### src/rtl/ctrl_pkg.sv
// Shared definitions for the multi-cycle RV64 subset controller.
// Holds the state encoding (also exported on the debug port), the opcodes
// the controller recognises, the ALU control encodings and the
// instruction-class type that DECODE registers for later states.
package ctrl_pkg;

  typedef enum logic [2:0] {
    ST_IDLE   = 3'd0,
    ST_FETCH  = 3'd1,
    ST_DECODE = 3'd2,
    ST_EXEC   = 3'd3,
    ST_MEM    = 3'd4,
    ST_WB     = 3'd5,
    ST_HALT   = 3'd6
  } state_e;

  localparam logic [6:0] OP_R    = 7'b0110011;
  localparam logic [6:0] OP_I    = 7'b0010011;
  localparam logic [6:0] OP_LD   = 7'b0000011;
  localparam logic [6:0] OP_SD   = 7'b0100011;
  localparam logic [6:0] OP_BEQ  = 7'b1100011;
  localparam logic [6:0] OP_NULL = 7'b0000000;

  typedef enum logic [1:0] {
    ALUOP_ADD   = 2'b00,
    ALUOP_SUB   = 2'b01,
    ALUOP_FUNCT = 2'b10
  } aluop_e;

  typedef enum logic [1:0] {
    SRCB_RS2  = 2'b00,
    SRCB_IMM  = 2'b01,
    SRCB_FOUR = 2'b10
  } srcb_e;

  typedef enum logic [2:0] {
    CLS_R    = 3'd0,
    CLS_I    = 3'd1,
    CLS_LD   = 3'd2,
    CLS_SD   = 3'd3,
    CLS_BEQ  = 3'd4,
    CLS_HALT = 3'd5
  } iclass_e;

endpackage

### src/rtl/opcode_classifier.sv
// Combinational opcode decode used by the controller in DECODE.
// Ports:
//   opcode  in  7  instr[6:0]
//   iclass  out    instruction class; CLS_HALT for the null and unknown opcodes
//   illegal out 1  opcode is not one the controller recognises
module opcode_classifier
  import ctrl_pkg::*;
(
  input  logic [6:0] opcode,
  output iclass_e    iclass,
  output logic       illegal
);

  always_comb begin
    iclass  = CLS_HALT;
    illegal = 1'b0;
    case (opcode)
      OP_R:    iclass = CLS_R;
      OP_I:    iclass = CLS_I;
      OP_LD:   iclass = CLS_LD;
      OP_SD:   iclass = CLS_SD;
      OP_BEQ:  iclass = CLS_BEQ;
      OP_NULL: iclass = CLS_HALT;
      default: illegal = 1'b1;
    endcase
  end

endmodule

### src/rtl/multicycle_controller.sv
// Sequencing FSM for the multi-cycle RV64 subset datapath
// (add/sub/and/or, addi, ld, sd, beq).
// Walks each instruction through FETCH/DECODE/EXEC/MEM/WB, handshaking with a
// variable-latency unified memory via mem_ready, and halts permanently on the
// null opcode or an unknown one.
// Ports:
//   clk, rst_n        clock, async active-low reset
//   opcode[6:0]       IR opcode field, sampled in DECODE only
//   zero              ALU zero flag, used in EXEC for beq only
//   mem_ready         current memory request completes this cycle
//   PCWrite..ALUOp    datapath strobes (combinational from state/class)
//   retire            one-cycle pulse per completed instruction
//   halted, illegal   in HALT / sticky unknown-opcode flag
//   state[2:0]        current state for debug
module multicycle_controller
  import ctrl_pkg::*;
(
  input  logic       clk,
  input  logic       rst_n,
  input  logic [6:0] opcode,
  input  logic       zero,
  input  logic       mem_ready,
  output logic       PCWrite,
  output logic       PCSrc,
  output logic       IRWrite,
  output logic       MemRead,
  output logic       MemWrite,
  output logic       IorD,
  output logic       RegWrite,
  output logic       MemtoReg,
  output logic       ALUSrcA,
  output logic [1:0] ALUSrcB,
  output logic [1:0] ALUOp,
  output logic       retire,
  output logic       halted,
  output logic       illegal,
  output logic [2:0] state
);

  state_e  state_q, state_d;
  iclass_e cls_q, cls_d;
  logic    illegal_q, illegal_d;

  iclass_e dec_cls;
  logic    dec_illegal;

  opcode_classifier u_cls (
    .opcode  (opcode),
    .iclass  (dec_cls),
    .illegal (dec_illegal)
  );

  always_ff @(posedge clk or negedge rst_n) begin
    if (!rst_n) begin
      state_q   <= ST_IDLE;
      cls_q     <= CLS_R;
      illegal_q <= 1'b0;
    end else begin
      state_q   <= state_d;
      cls_q     <= cls_d;
      illegal_q <= illegal_d;
    end
  end

  // Next state. Class is captured only in DECODE so later opcode changes
  // (the IR may be reloaded by a datapath owner) cannot disturb EXEC/MEM/WB.
  always_comb begin
    state_d   = state_q;
    cls_d     = cls_q;
    illegal_d = illegal_q;
    case (state_q)
      ST_IDLE:   state_d = ST_FETCH;
      ST_FETCH:  if (mem_ready) state_d = ST_DECODE;
      ST_DECODE: begin
        cls_d = dec_cls;
        if (dec_cls == CLS_HALT) begin
          state_d   = ST_HALT;
          illegal_d = illegal_q | dec_illegal;
        end else begin
          state_d = ST_EXEC;
        end
      end
      ST_EXEC: begin
        case (cls_q)
          CLS_R, CLS_I:   state_d = ST_WB;
          CLS_LD, CLS_SD: state_d = ST_MEM;
          CLS_BEQ:        state_d = ST_FETCH;
          default:        state_d = ST_HALT;
        endcase
      end
      ST_MEM: if (mem_ready) state_d = (cls_q == CLS_LD) ? ST_WB : ST_FETCH;
      ST_WB:   state_d = ST_FETCH;
      ST_HALT: state_d = ST_HALT;
      default: state_d = ST_IDLE;
    endcase
  end

  // Output decode. Because every output is combinational from the async-reset
  // registers, reset drops all strobes immediately, even mid-access.
  always_comb begin
    PCWrite  = 1'b0;
    PCSrc    = 1'b0;
    IRWrite  = 1'b0;
    MemRead  = 1'b0;
    MemWrite = 1'b0;
    IorD     = 1'b0;
    RegWrite = 1'b0;
    MemtoReg = 1'b0;
    ALUSrcA  = 1'b0;
    ALUSrcB  = SRCB_RS2;
    ALUOp    = ALUOP_ADD;
    retire   = 1'b0;
    halted   = 1'b0;
    case (state_q)
      ST_FETCH: begin
        // ALU computes PC+4 while the instruction is read.
        MemRead = 1'b1;
        ALUSrcB = SRCB_FOUR;
        IRWrite = mem_ready;
        PCWrite = mem_ready;
      end
      ST_EXEC: begin
        ALUSrcA = 1'b1;
        case (cls_q)
          CLS_R: begin
            ALUSrcB = SRCB_RS2;
            ALUOp   = ALUOP_FUNCT;
          end
          CLS_I: begin
            ALUSrcB = SRCB_IMM;
            ALUOp   = ALUOP_FUNCT;
          end
          CLS_LD, CLS_SD: begin
            ALUSrcB = SRCB_IMM;
            ALUOp   = ALUOP_ADD;
          end
          CLS_BEQ: begin
            ALUSrcB = SRCB_RS2;
            ALUOp   = ALUOP_SUB;
            PCSrc   = 1'b1;
            PCWrite = zero;
            retire  = 1'b1;
          end
          default: ;
        endcase
      end
      ST_MEM: begin
        IorD     = 1'b1;
        MemRead  = (cls_q == CLS_LD);
        MemWrite = (cls_q == CLS_SD);
        retire   = (cls_q == CLS_SD) && mem_ready;
      end
      ST_WB: begin
        RegWrite = 1'b1;
        retire   = 1'b1;
        MemtoReg = (cls_q == CLS_LD);
      end
      ST_HALT: halted = 1'b1;
      default: ;
    endcase
  end

  assign illegal = illegal_q;
  assign state   = state_q;

endmodule

### config.mk
export PLATFORM = sky130hd
export DESIGN_NAME = multicycle_controller
export DESIGN_NICKNAME = d
export VERILOG_FILES = /design/src/rtl/ctrl_pkg.sv /design/src/rtl/opcode_classifier.sv /design/src/rtl/multicycle_controller.sv
export SDC_FILE = /design/constraint.sdc
export NUM_CORES = 1
export LEC_CHECK = 0
export ABC_AREA = 0
export CAP_MARGIN = 30
export CORE_MARGIN = 5
export CORE_UTILIZATION = 42
export CTS_BUF_LIST = sky130_fd_sc_hd__clkbuf_4 sky130_fd_sc_hd__clkbuf_8
export DETAILED_ROUTE_END_ITERATION = 8
export GPL_TIMING_DRIVEN = 0
export PLACE_DENSITY = 0.86
export RECOVER_POWER = 50
export SLEW_MARGIN = 20
export SYNTH_ARGS = -nofsm -noshare
export SYNTH_HDL_FRONTEND = slang
export SYNTH_SLANG_ARGS = --single-unit
### constraint.sdc
create_clock -name clk -period 5.8 [get_ports clk]
set_clock_uncertainty 0.1 [all_clocks]
set_input_delay 1.74 -clock clk [delete_from_list [all_inputs] [get_ports clk]]
set_output_delay 1.74 -clock clk [all_outputs]
set_load 0.02 [all_outputs]
==> results of run 1 <==
-- state kept, by name, summed over array words and instances, names as in the netlist --
name     flops
state        3
cls_q        3
illegal      1
-- synth_stat cells (2+ instances only) --
cell type and number:
dfrtp_1 7, nand2b_1 2, o221ai_1 2, nor3b_1 3, nand2_1 3, and3_1 2
o21ai_0 3, inv_1 4, nor2_1 2, nor3_1 3, and2_1 3, o22a_1 2
nor2b_1 3
-- worst reg2reg max path, stage by stage (launching register included) --
cell and delay, ns:
dfrtp_1 0.47, or3b_4 0.43, or4_1 0.54, o31ai_1 0.26
-- metrics by stage --
stage	instances	setup WS, ns	utilization, %	hold slack (ns)	cell area [sq um]
floorplan	61	1.73	-	0.434	549
global placement	105	0.775	67.7	0.351	858
detailed placement	105	0.774	67.7	0.359	858
CTS	109	0.764	70.0	0.372	888
global route	110	0.642	69.6	0.411	883
finish	110	0.678	69.6	0.359	883
-- routing by layer --
layer | up-vias | global-route usage [%] | share of wire (%)
met1 | 282 | 20.4 | 41
met5 | - | 0 | 0
li1 | 294 | - | -
met3 | 0 | 5.86 | 6.6
met4 | 0 | 3.41 | 0
met2 | 19 | 26.4 | 52
-- power by group --
| part | switching [mW] | total, mW | leakage (nW) | internal [mW] |
|---|---|---|---|---|
| Combinational | 0.117 | 0.232 | 0.274 | 0.115 |
| Sequential | 0.0199 | 0.0835 | 0.0771 | 0.0636 |
| Clock | 0.0179 | 0.0488 | 0.0184 | 0.0309 |
| Total | 0.155 | 0.364 | 0.369 | 0.209 |
-- area by class of cell --
type / count / area, sq um
buffer: 3 / 22.5
clock buffer: 4 / 30.0
fill: 106 / 385
inverter: 4 / 15.0
multi-input combinational: 47 / 328
sequential: 7 / 175
tap: 15 / 18.8
timing repair buffer: 30 / 294
-- logic make-up after synthesis --
kind of cell | Yosys count
AND/OR/NAND/NOR | 29
buffers and inverters | 7
XOR/XNOR | 1
AO/OA/AOI/OAI | 16
flip-flops | 7
multiplexers | 1
-- final timing paths --
check	start	to	slack, ns
max reg2reg	state[2]$_DFFE_PN0P_	cls_q[1]$_DFFE_PN0P_	3.90
max	mem_ready	PCWrite	0.68
min reg2reg	illegal$_DFFE_PN0P_	illegal$_DFFE_PN0P_	0.36
min in group asynchronous	rst_n	state[1]$_DFFE_PN0P_	1.71
min	illegal$_DFFE_PN0P_	illegal$_DFFE_PN0P_	0.36
max in group asynchronous	rst_n	state[2]$_DFFE_PN0P_	3.64
==> results by group, run 1 <==
Clocking
  • Setup repair bufs after CTS: 0
  • CTS buffer count: 3
  • H-Tree Level Count: 1
  • CTS Buffer Depth: 2
  • CTS sink count: 7
  • Clk_lat worst skew: 0.26 ns
  • CTS root buf: clkbuf_4
  • Clock transition at path regs: 0.05 ns
  • CTS Hold Buffers Added: 0
  • Post-cts sizing count: 0
  • CTS tree: done

Route
  • TritonRoute pass-1 iters: 4
  • Vias: roughly 600
  • Drt drc: 0
  • Vias per std cell: 5.41
  • Initial DRC Count: 10
  • Routed WL per cell: 13.9 um
  • WL final: 1530 um
  • Antenna-violating nets left: 0

Cells and area
  • N_diodes: 0
  • Fraction of layout cells with a size suffix above 1: between 10% and 20%
  • P&R area growth vs syn: 60.8%
  • Commonest cells after routing, fill and taps aside: clkdlybuf4s50_1, dlygate4sd3_1, dfrtp_1
  • Leading cell type in the layout, fill and taps excluded: clkdlybuf4s50_1
  • Final net count: around 110

STA
  • Slew Limit Headroom: ~57%
  • Max-slew violation count: 0
  • Period utilisation layout: 88.3%
  • Worst-margin pin slew: between 0.6 and 0.7 ns
  • Shortest period the worst path allows: 5.12 ns
  • Final hold viol count: 0
  • Fmax: 195 MHz
  • # setup viols final: 0
  • Setup TNS: 0 ns
  • RSZ-0062 raised after global routing: false

Critical path
  • Setup crit start kind: primary input
  • Cells on worst reg2reg path: 3
  • CP Depth: 4
  • Required time of the critical path: 3.96 ns
  • Crit Path Class: in2out
  • CP max stage delay: 0.60 ns
  • CP Data Arrival Time: 3.28 ns
  • CP max stage cell: dlygate4sd3_1
  • Critical-path cell list: dlygate4sd3_1 > and2_1 > a31o_2 > clkdlybuf4s50_1
  • Buf/Inv on CP: 2
  • Crit path capture type: output port
  • Max Fanout on Critical Path: 5
  • Delay-heaviest family, CP: buffers and inverters

Global route
  • Largest net degree at the start of global routing: 12
  • Vias in the first global route: 569
  • First-pass GRT wire length: 2500 um
  • Global Route Usage Sum: 16.2%
  • Gr ovfl total: 0
  • Initial antenna violation count: 0

Synthesis
  • Simple-gate share of the synthesized area: between 30 and 40%
  • Post-synthesis mux area share: under 10%
  • Flops & latches, synth: 7
  • Asr flop ratio synth: 100%
  • Adder-cell share of the synthesized area: 0%
  • Synth Flop Type: dfrtp_1
  • Synth top area share: a little under a third
  • Ranking of synthesized cells by area: dfrtp_1, nor3b_1, and2_1
  • Post-synth EDFFs: 0
  • Yosys warns: 0
  • Yosys top cell by area: dfrtp_1
  • Syn_nets: 72
  • Post-synthesis xor/xnor area fraction: 1.59%
  • Mapped Cells: 61
  • Largest family of logic cells by synthesized area: simple AND/OR/NAND/NOR gates
  • Register area share after synthesis: a little under a third
  • Post-synth cell types: 35
  • Mean Syn Cell Area: 9.00 sq um
  • Post-synthesis compound-gate area fraction: between 20% and 30%
  • Synth Cell Area: 549 sq um

Power
  • Tot Pwr: about 0.36 mW
  • PD cells: approximately 410 mW/mm^2
  • Leakage: around 0.37 nW
  • Worst vdd ir: about 280 uV

Placement
  • RD Place Congestion: roughly 0.79
  • IO Port Bufs: 29
  • Dpl hpwl: 1220 um

Floorplan
  • Total die area: ~0.0021 sq mm
  • DIE HEIGHT: ~46 um
  • Initial core utilization: 43.3%
  • Core Region: 0.00127 sq mm
  • Cell Rows: 13
  • Ports: 30
  • Die W: 46.2 um

Flow run
  • Max Cap Viol: 0

Min path
  • Worst hold path depth: 2
  • Hold crit path type: reg2reg

Status
  • Status: finished clean
Note: power is estimated with default switching activity, not from simulation.
==> run 2: changes to the inputs <==
- CAP_MARGIN: 30 -> 5
- CORE_UTILIZATION: 42 -> 35
- PLACE_DENSITY: 0.86 -> 0.76
- clock period: 5.8 -> 4.15 ns (I/O delays scaled with it)
==> results by group, run 2 (synthesis gave the netlist of run 1 again) <==
Flow run
  • Max Cap Viol: 0

Clocking
  • Post-cts sizing count: 0
  • CTS Buffer Depth: 2
  • CTS Hold Buffers Added: 0
  • CTS tree: done
  • H-Tree Level Count: 1
  • CTS buffer count: 3
  • CTS root buf: clkbuf_4
  • Clock transition at path regs: approximately 0.060 ns
  • Setup repair bufs after CTS: 0
  • CTS sink count: 7
  • Clk_lat worst skew: about 0.26 ns

Route
  • TritonRoute pass-1 iters: 4
  • Routed WL per cell: about 14 um
  • WL final: 1550 um
  • Vias: around 600
  • Antenna-violating nets left: 0
  • Drt drc: 0
  • Initial DRC Count: 13
  • Vias per std cell: 5.52

Floorplan
  • Total die area: 0.00246 sq mm
  • Initial core utilization: 36.9%
  • Die W: 49.6 um
  • Ports: 30
  • DIE HEIGHT: 49.6 um
  • Cell Rows: 14
  • Core Region: 0.00149 sq mm

Power
  • Leakage: 0.369 nW
  • Worst vdd ir: 236 uV
  • Clk pwr share: 12.6%
  • Switching pwr: 0.218 mW
  • Gate power share: 64.6%
  • Tot Pwr: 0.503 mW
  • PD cells: 570 mW/mm^2
  • Internal Pwr Total: ~0.29 mW
  • Net Sw Frac: 43.3%
  • Share of power burned in registers: 22.8%

STA
  • Final hold viol count: 0
  • Setup TNS: 0 ns
  • Period utilisation layout: slightly below 100%
  • Fmax: approximately 250 MHz
  • Shortest period the worst path allows: 4.06 ns
  • Slew Limit Headroom: 37.5%
  • Hold Worst Slack: 0.363 ns
  • Worst-margin pin slew: 0.914 ns
  • Max-slew violation count: 0
  • # setup viols final: 0
  • Setup ws final: 0.0875 ns
  • RSZ-0062 raised after global routing: false

Global route
  • Vias in the first global route: 608
  • First-pass GRT wire length: 2650 um
  • Largest net degree at the start of global routing: 12
  • Gr ovfl total: 0
  • Global Route Usage Sum: 13.6%
  • Initial antenna violation count: 0

Critical path
  • Buf/Inv on CP: 2
  • CP max stage cell: clkdlybuf4s50_1
  • Most common cell on crit path: clkdlybuf4s50_1
  • Crit Path Class: in2out
  • Flop2flop setup slack: 2.27 ns
  • Crit path capture type: output port
  • Max Fanout on Critical Path: 5
  • Required time of the critical path: about 2.8 ns
  • CP Data Arrival Time: 2.72 ns
  • Setup crit start kind: primary input
  • Crit path from: mem_ready
  • Critical-path cell list: clkdlybuf4s50_1 > and2_1 > a31o_2 > clkdlybuf4s50_1
  • Delay-heaviest family, CP: buffers and inverters
  • Worst R2R Start: state[2]$_DFFE_PN0P_
  • CP max stage delay: about 0.60 ns

Cells and area
  • Fraction of layout cells with a size suffix above 1: about 14%
  • Leading cell type in the layout, fill and taps excluded: clkdlybuf4s50_1
  • P&R area growth vs syn: 60.8%
  • Final Core Density: 59.3%
  • N_diodes: 0
  • FILL cells: between 100 and 150
  • Commonest cells after routing, fill and taps aside: clkdlybuf4s50_1, dfrtp_1, dlygate4sd3_1
  • Final net count: 106

Min path
  • Hold crit path type: reg2reg
  • Hold_sp: illegal$_DFFE_PN0P_

Placement
  • Worst slack, placed: between 0.09 and 0.1 ns
  • RD Place Congestion: 0.760
  • IO Port Bufs: 29
  • Dpl hpwl: 1250 um

Status
  • Status: finished clean
-- run 2: changes by cell type in the layout (fill, tap and decap cells not counted) --
cell             before  now
o31ai_1               2    1
clkbuf_1              2    1
clkinv_2              0    1
o31ai_2               0    1
dlygate4sd3_1         8    7
clkbuf_4              4    3
clkdlybuf4s50_1      21   22
-- run 2: cell type report --
type,count,area [sq um],share of cell area [%]
plain buffers,3,22.5,2.55
clock buffers,3,22.5,2.55
clock inverters,1,5.00,0.567
inverters,4,15.0,1.70
multi-input cells,47,333,37.7
flip-flops and latches,7,175,19.8
well taps,16,20.0,2.27
repair buffers,29,290,32.9
-- run 2: worst paths after layout --
kind | end | cells past startpoint
max | PCWrite | 4
min | illegal$_DFFE_PN0P_ | 2
max reg2reg | cls_q[2]$_DFFE_PN0P_ | 3
min reg2reg | illegal$_DFFE_PN0P_ | 2
max in group asynchronous | cls_q[2]$_DFFE_PN0P_ | 1
min in group asynchronous | illegal$_DFFE_PN0P_ | 1
-- run 2: worst reg2reg max path: stages (launching register included) --
cell and delay (ns):
dfrtp_1 0.47, or3b_4 0.43, or4_1 0.55, o22a_1 0.22
-- run 2: per-stage QoR --
stage / std cells / instance area (sq um)
2_1_floorplan: 61 / 549
3_3_place_gp: 106 / 860
3_5_place_dp: 106 / 860
4_1_cts: 110 / 887
5_1_grt: 110 / 883
6_report: 110 / 883
-- run 2: power groups by stage --
stage,Clock [mW],Sequential (mW),Combinational [mW]
3_3_place_gp,0,0.116,0.331
3_5_place_dp,0,0.117,0.333
5_1_grt,0.0719,0.119,0.350
6_report,0.0632,0.115,0.325
4_1_cts,0.0663,0.116,0.335
2_1_floorplan,0,0.128,0.184
-- run 2: routing by layer --
metal,routed length (um),share of wire (%),vias to the layer above,track usage (%)
met5,0,0,-,0
met4,0,0,0,5.24
li1,-,-,296,-
met2,862,56,18,24.6
met1,573,37,293,14.2
met3,114,7.4,0,4.52
==> run 3: changes to the inputs <==
- CORE_AREA: default -> 5 5 42 44
- CORE_MARGIN: 5 -> default
- CORE_UTILIZATION: 35 -> default
- DIE_AREA: default -> 0 0 47 49
- DONT_BUFFER_PORTS: default -> 1
- PLACE_DENSITY: 0.76 -> default
- RECOVER_POWER: 50 -> default
==> results by group, run 3 (synthesis gave the netlist of run 1 again) <==
Route
  • TritonRoute pass-1 iters: 4
  • Drt drc: 0
  • Initial DRC Count: 14
  • WL final: 1290 um
  • Vias per std cell: around 5.7
  • Vias: 463
  • Routed WL per cell: 15.9 um
  • Antenna-violating nets left: 0

Floorplan
  • Die W: 47 um
  • DIE HEIGHT: around 50 um
  • Total die area: about 0.0023 sq mm
  • Cell Rows: 14
  • Core Region: 0.00140 sq mm
  • Ports: 30
  • Initial core utilization: 39.2%

Cells and area
  • Leading cell type in the layout, fill and taps excluded: dfrtp_1
  • P&R area growth vs syn: 9.11%
  • Commonest cells after routing, fill and taps aside: dfrtp_1, inv_1, clkbuf_4
  • N_diodes: 0
  • Fraction of layout cells with a size suffix above 1: 21.5%
  • Final Core Density: 42.8%
  • Final net count: slightly below 80

Critical path
  • Crit path from: state[0]$_DFFE_PN0P_
  • Worst R2R Start: state[0]$_DFFE_PN0P_
  • Crit Path Class: reg2out
  • Max Fanout on Critical Path: 10
  • Setup crit start kind: flop
  • Critical-path cell list: clkbuf_1 > nor3b_1 > and4b_1 > a211o_1
  • Buf/Inv on CP: 1
  • Required time of the critical path: roughly 2.8 ns
  • CP Data Arrival Time: approximately 2.5 ns
  • Cells on worst reg2reg path: 4
  • Crit path capture type: output port
  • CP Depth: 4
  • CP max stage delay: 0.80 ns
  • Delay-heaviest family, CP: simple AND/OR/NAND/NOR gates
  • CP max stage cell: nor3b_1

STA
  • Fmax: 263 MHz
  • Max-slew violation count: 0
  • Final hold viol count: 0
  • Period utilisation layout: approximately nine tenths
  • Worst-margin pin slew: 0.921 ns
  • Slew Limit Headroom: 38.5%
  • # setup viols final: 0
  • Shortest period the worst path allows: ~3.8 ns
  • Setup TNS: 0 ns
  • RSZ-0062 raised after global routing: false

Status
  • Status: finished clean

Placement
  • IO Port Bufs: 0
  • RD Place Congestion: about 0.66
  • Dpl hpwl: 1020 um

Clocking
  • Clock transition at path regs: 0.05 ns
  • CTS buffer count: 3
  • Setup repair bufs after CTS: 0
  • CTS Buffer Depth: 2
  • H-Tree Level Count: 1
  • CTS sink count: 7
  • Clk_lat worst skew: between 0.2 and 0.3 ns
  • CTS root buf: clkbuf_4
  • CTS Hold Buffers Added: 0
  • Post-cts sizing count: 0
  • CTS tree: done

Power
  • Tot Pwr: 0.413 mW
  • Leakage: around 0.26 nW
  • Worst vdd ir: 260 uV
  • PD cells: 690 mW/mm^2

Global route
  • Vias in the first global route: 487
  • Largest net degree at the start of global routing: 12
  • Gr ovfl total: 0
  • Global Route Usage Sum: 12.4%
  • First-pass GRT wire length: 2140 um
  • Initial antenna violation count: 0

Min path
  • Worst hold path depth: 2
  • Hold crit path type: reg2reg
  • Hold_sp: illegal$_DFFE_PN0P_

Flow run
  • Max Cap Viol: 0
==> run 3: cell types whose count changed in the layout (fill, tap and decap cells not counted), sizes merged <==
cell / before / now
dlygate4sd3: 7 / 0
clkdlybuf4s50: 22 / 0
clkbuf: 4 / 5
clkinv: 1 / 0
==> run 3: path summary, 6_finish.rpt <==
kind	to	slack, ns
setup / recovery	retire	0.35
hold / removal	illegal$_DFFE_PN0P_	0.52
setup reg to reg	state[1]$_DFFE_PN0P_	1.93
hold reg to reg	illegal$_DFFE_PN0P_	0.52
max in group asynchronous	cls_q[1]$_DFFE_PN0P_	3.29
min in group asynchronous	state[1]$_DFFE_PN0P_	0.59
==> run 3: routing by layer <==
metal / part of all wire, % / global-route usage (%)
met2: 52 / 19.2
met1: 41 / 15.6
met4: 0 / 2.76
met5: 0 / 0
met3: 6.3 / 5.17
==> run 3: area by class of cell <==
class,instances,area (sq um)
fill,155,802
multi-input combinational,47,337
sequential,7,175
clock buffer,4,30.0
buffer,3,22.5
tap,16,20.0
inverter,4,15.0
==> run 3: stage by stage <==
| step | hold slack, ns | setup slack, ns | std cells | instance area [sq um] |
|---|---|---|---|---|
| 5_1_grt | 0.559 | 0.203 | 81 | 599 |
| 6_report | 0.516 | 0.348 | 81 | 599 |
| 3_3_place_gp | 0.506 | 0.605 | 77 | 569 |
| 4_1_cts | 0.525 | 0.337 | 81 | 599 |
| 2_1_floorplan | 0.434 | 0.773 | 61 | 549 |
| 3_5_place_dp | 0.512 | 0.601 | 77 | 569 |
==> run 3: power by group <==
part | switching [mW] | internal (mW) | total [mW]
logic | 0.125 | 0.0839 | 0.209
registers | 0.0472 | 0.0885 | 0.136
clock network | 0.0253 | 0.0432 | 0.0686
total | 0.198 | 0.216 | 0.413
==> run 3: tightest hold or removal path: stages, from the launching register on <==
cell and delay, ns:
dfrtp_1 0.46, inv_1 0.06, o31ai_1 0.06
